$ cat src/rtl/byte_striping.sv
// Stripes a byte stream round-robin across four lanes. Each completed (or flushed and
// padded) 4-byte group is presented on Lane_0..Lane_3 together with a one-cycle strobe.
//
// state | meaning
// IDLE  | ctr_3 == 0, nothing buffered
// FILL  | 1-3 bytes buffered in sh[], waiting for the rest of the group or a flush
module byte_striping #(
    parameter logic [7:0] PAD = 8'hBC
) (
    input  logic       clk1Mhz,
    input  logic       reset_L,
    input  logic [7:0] data_in,
    input  logic       valid_in,
    input  logic       flush,
    output logic [7:0] Lane_0,
    output logic [7:0] Lane_1,
    output logic [7:0] Lane_2,
    output logic [7:0] Lane_3,
    output logic       lanes_valid,
    output logic [1:0] ctr_3,
    output logic [7:0] word_count
);

    localparam logic [0:0] IDLE = 1'b0;
    localparam logic [0:0] FILL = 1'b1;

    logic [0:0] state;
    logic [7:0] sh     [4];
    logic [7:0] lane_r [4];
    logic [7:0] group  [4];
    logic [2:0] post_cnt;
    logic       emit;

    // Bytes held after this edge's accept; 4 means the group is complete.
    assign post_cnt = {1'b0, ctr_3} + {2'b00, valid_in};
    assign emit     = (post_cnt == 3'd4) || (flush && ((state == FILL) || valid_in));

    always_comb begin
        for (int k = 0; k < 4; k++) begin
            group[k] = PAD;
            if (valid_in && (2'(k) == ctr_3))
                group[k] = data_in;
            else if (3'(k) < post_cnt)
                group[k] = sh[k];
        end
    end

    always_ff @(posedge clk1Mhz or negedge reset_L) begin
        if (!reset_L) begin
            state       <= IDLE;
            ctr_3       <= 2'b00;
            lanes_valid <= 1'b0;
            word_count  <= 8'h00;
            for (int k = 0; k < 4; k++) begin
                sh[k]     <= 8'h00;
                lane_r[k] <= 8'h00;
            end
        end else begin
            lanes_valid <= emit;
            if (valid_in)
                sh[ctr_3] <= data_in;
            if (emit) begin
                for (int k = 0; k < 4; k++)
                    lane_r[k] <= group[k];
                word_count <= word_count + 8'd1;
                ctr_3      <= 2'b00;
                state      <= IDLE;
            end else if (valid_in) begin
                ctr_3 <= ctr_3 + 2'd1;
                state <= FILL;
            end
        end
    end

    assign Lane_0 = lane_r[0];
    assign Lane_1 = lane_r[1];
    assign Lane_2 = lane_r[2];
    assign Lane_3 = lane_r[3];

endmodule

$ cat config.mk
export PLATFORM = sky130hd
export DESIGN_NAME = byte_striping
export DESIGN_NICKNAME = d
export VERILOG_FILES = /design/src/rtl/byte_striping.sv
export SDC_FILE = /design/constraint.sdc
export NUM_CORES = 1
export LEC_CHECK = 0
export CAP_MARGIN = 20
export CORE_MARGIN = 1
export CORE_UTILIZATION = 53
export CTS_CLUSTER_DIAMETER = 120
export CTS_CLUSTER_SIZE = 12
export DETAILED_ROUTE_END_ITERATION = 8
export PLACE_DENSITY = 0.8
export SLEW_MARGIN = 20
export SYNTH_ARGS = -nofsm -noshare
export SYNTH_HDL_FRONTEND = slang
export SYNTH_SLANG_ARGS = --single-unit
$ cat constraint.sdc
create_clock -name clk1Mhz -period 2.9 [get_ports clk1Mhz]
set_clock_uncertainty 0.05 [all_clocks]
set_input_delay 0.29 -clock clk1Mhz [delete_from_list [all_inputs] [get_ports clk1Mhz]]
set_output_delay 0.29 -clock clk1Mhz [all_outputs]
set_load 0.02 [all_outputs]
# Yosys cells after proc, flatten, opt, wreduce, memory -nomap -nowiden
# Cells that the tools add are included.
# op_classes
add_sub_neg,3
n_lt_le_gt_ge,6
n_eq_ne,4
n_mux,15
bitwise_logic,1
reduce_logical,10
# op_table
cell,n
$mux W8,9
$bwmux W32,1
$demux W8 S2,1
$add A8 B1 Y8 const B,1
$logic_and A1 B1 Y1,6
$lt A1 B3 Y1 const A,2
$lt A2 B3 Y1 const A,2
$eq A2 B2 Y1 const A,2
$mux W2,2
$add A2 B1 Y3,1
$eq A3 B3 Y1 const B,1
$ge A3 B3 Y1 const B,1
$lt A3 B1 Y1 const B,1
$not A2 Y3,1
$add A2 B1 Y2 const B,1
$eq A1 B2 Y1 const A,1
$logic_not A2 Y1,1
$logic_or A1 B1 Y1,2
$mux W1,2
$reduce_bool A2 Y1,1
# word_totals
ff_bits,76
input_bits,12
output_inout_bits,43
wordCells,51

# Depth between registers and ports, before layout
# depth
word_depth,6
mapped_depth,10
ltp_nobuf,8

# Worst setup path before layout
# OpenSTA, ideal clock, no wires.
# synth_timing
path_type,register to register
start,register ctr_3[0]
end,register word_count[6]
setup_time_ns,0.080
arrival_time_ns,1.777
required_time_ns,2.770
path_slack_ns,0.994
stages_incl_launch_ff,9
path_buffers,1
period_less_slack_ns,1.906
cell_sequence,dfrtp_1 -> ha_1 -> inv_1 -> ha_1 -> nor2_1 -> a22oi_2 -> buf_2 -> nor3_1 -> xor2_1
# synth_between
elab_chain_len,3
# synth_lines
element,line_no,text
"start, declared",20,"output logic [1:0] ctr_3,"
"start signal, assigned",69,ctr_3 <= ctr_3 + 2'd1;
$add A2 B1 Y3,35,"assign post_cnt = {1'b0, ctr_3} + {2'b00, valid_in};"
$eq A3 B3 Y1,36,assign emit = (post_cnt == 3'd4) || (flush && ((state == FILL) || valid_in));
$logic_or A1 B1 Y1,36,
"end signal, assigned",65,word_count <= word_count + 8'd1;
"end, declared",21,output logic [7:0] word_count
# No other way between the ends.
# A chain may end at the register's enable or synchronous reset.

# Final worst setup path
# layout_timing
start,register ctr_3[0]
end,"register lane_r, in the netlist Lane_2[7]"
# layout_between
elab_chain_len,4
# layout_lines
element,line_no,text
$add A2 B1 Y3,35,
$lt A2 B3 Y1,43,else if (3'(k) < post_cnt)
$mux W8,43,
$mux W8,41,if (valid_in && (2'(k) == ctr_3))
"end signal, assigned by index",64,lane_r[k] <= group[k];
"end, declared",29,logic [7:0] lane_r [4];
# Parallel ways exist; a longest one is shown, timed or not.

==> reports/qor.csv <==
metric;value;unit
vias in the first global route;2190;
slew margin rel.;0.385;
Rows;28;
Syn Inst Count;303;
global routing's busiest layer;met2;
Startpoint Class;register;
global route overflow;0;
Num CTS Buffers;9;
Leak;1.83;nW
Port Buf Inserts;54;
clock buffer depth;2;
met2 GRT Util;0.368;
max_cap viols;0;
top cell type's share of synthesized area;0.591;
Avg WL per Cell;15.7;um
Clock Latency Late Sink;350;ps
Slew @ Worst Pin;922;ps
HPWL after detailed placement;4510;um
share of layout cells above drive strength 1;0.0997;
cts hold-fix bufs;0;
Max VDD drop;0.520;mV
Yosys warning total;0;
post-CTS setup buffers;0;
Yosys cell types;33;
worst-path maximum fanout;47;
first-pass GRT wire length;10900;um
io pins;55;
Worst setup EP type;register;
die area;0.00638;mm^2
M1 GR Usage;0.314;
pwr/cell area;1020;mW/mm^2
Worst-path clk slew;80;ps
CTS tree;yes;
RSZ-0062 raised after global routing;false;
core area;0.00589;mm^2
total track usage;0.234;
Final Instance Area;0.00404;mm^2
Min-Delay Path Class;in2async;
Worst EP required;3090;ps
# DRC;0;
Crit path arrival time;2280;ps
WS Path Type;reg2reg;
Crit path largest cell delay;480;ps
Nets;377;
Mapped Nets;323;
Final Cycle Share;0.719;
Initial Util;0.547;
cells along the critical path;ha_1 -> inv_1 -> ha_1 -> nor2_1 -> a22oi_2 -> inv_2 -> buf_12 -> nand2_1 -> o22a_1;
Post-DP Area;0.00380;mm^2
routed vias;2349;
drt via density;5.39;
Detailed Route WL;6850;um
post_cts resized;0;
GRT met3 Usage;0.0549;
Final Hold Vio Count;0;
largest net degree at the start of global routing;77;
Antenna Cells;0;
Post-Syn Area per Cell;10.6;um^2
GPL Wtd Cong;0.756;
layout overhead on the synthesized area;25.4;%
Most used DFF post-synth;dfrtp_1;
Die H;79.9;um
Synth Register Bits;76;
mapped cell area;0.00322;mm^2
register area share after synthesis;0.591;
top post-synthesis cells by area;dfrtp_1, nand2_1, mux2_2;
initial antenna violation count;0;
slowest library cell on the worst path;dfrtp_1;
Detailed Routing Iterations Pass 1;4;
outcome;finished, final reports clean;
# clock sinks;76;
CTS Root Cell;clkbuf_8;
max frequency;480;MHz
H-Tree Depth;3;
Max Slew Vio Count;0;
Setup TNS Final;0;ps
Die X;79.9;um
Period minus WS final;2080;ps
most used cell, CP;ha_1;
Synth area leader;dfrtp_1;
Post-DRT Antenna Nets;0;
Setup-failing EPs final;0;
Iteration-0 DRC Markers;236;
asr flop ratio synth;1.00;
Post-synth EDFFs;0;
[layout make-up]
class	instances	area (um^2)
Sequential cell	76	1900
Clock buffer	10	138
Fill cell	461	1850
Timing Repair Buffer	58	578
Clock inverter	5	100
Multi-Input combinational cell	204	1190
Tap cell	75	93.8
Inverter	8	30.0
[sequential cells by signal (all words and copies together), names as in the netlist]
signal	flops
word_count	8
sh	32
Lane_1	8
Lane_0	8
Lane_3	8
Lane_2	8
lanes_valid	1
ctr_3	2
state	1
[synthesized netlist by cell type (2+ instances only)]
master / instances
a21o_1: 5
a21oi_1: 17
a221oi_1: 3
a31oi_1: 11
and2_1: 2
buf_2: 4
buf_6: 4
clkbuf_1: 7
dfrtp_1: 76
ha_1: 8
inv_1: 7
mux2_2: 13
mux2i_1: 5
nand2_1: 49
nand3_1: 14
nand3b_1: 5
nand4_1: 3
nor2_1: 35
nor3_1: 2
o21ai_0: 10
o22ai_1: 5
xnor2_1: 6
xor2_1: 2
[worst max-delay path: cells and delay by family, from the launching register on]
kind                       cells  cell delay, ps
buffers and inverters          3             480
and+or+nand+nor                2             220
DFF                            1             480
adders and majority gates      2             500
AOI/OAI and AO/OA              2             240
[power breakdown]
group | leakage, nW | switching (mW) | internal, mW | total, mW
clock network | 0.122 | 0.380 | 0.587 | 0.967
registers | 0.891 | 0.252 | 1.47 | 1.72
logic | 0.820 | 0.750 | 0.678 | 1.43
total | 1.83 | 1.38 | 2.73 | 4.11
[per-stage QoR]
stage / power (mW) / cells / utilization / hold WS, ps / setup WS, ps
final: 4.11 / 436 / 0.686 / 103 / 816
after global routing: 4.33 / 436 / 0.686 / 190 / 614
after CTS: 4.13 / 436 / 0.686 / 145 / 813
after detailed placement: 3.16 / 421 / 0.645 / 403 / 526
after global placement: 3.09 / 421 / 0.645 / 396 / 597
after floorplan: 2.55 / 303 / - / -55.6 / 994
[final timing paths]
check,start,to,slack (ps),cells past startpoint
max in group asynchronous,reset_L,Lane_3[4],2100,2
hold / removal,reset_L,word_count[7],100,2
setup reg to reg,ctr_3[0],Lane_2[7],820,9
min in group clk1Mhz,sh[8],sh[8],420,2
setup / recovery,ctr_3[0],Lane_2[7],820,9
hold reg to reg,sh[8],sh[8],420,2
[cell families after synthesis]
family | after synthesis | share of synthesized area
AND/OR/NAND/NOR | 116 | 0.156
flip-flops | 76 | 0.591
AO/OA/AOI/OAI | 54 | 0.101
buffers and inverters | 23 | 0.0377
multiplexers | 18 | 0.0611
XOR/XNOR | 8 | 0.0218
adder cells (fa/ha/maj) | 8 | 0.0311
[per-layer routing]
layer	routed length, um	share of wire
met5	0	0
met4	76	0.011
met3	352	0.051
met2	3360	0.49
met1	3060	0.45
[cells in the final DEF (no fill, tap or decap), types with 2 or more instances in the layout]
cell type and n:
a21oi_1 17, mux2_2 13, nand3b_1 5, bufinv_16 3, nand3_1 14, nand2_1 49, nand4_1 3, xor2_1 2
o22ai_1 5, dfrtp_1 76, and2_1 2, a31oi_1 11, a21o_1 5, clkdlybuf4s50_1 53, a221oi_1 3, inv_1 7
clkinv_2 2, mux2i_1 5, buf_4 3, xnor2_1 6, clkbuf_8 10, nor2_1 35, ha_1 8, o21ai_0 10
nor3_1 2
No activity file was read; power rests on OpenSTA's default activity.
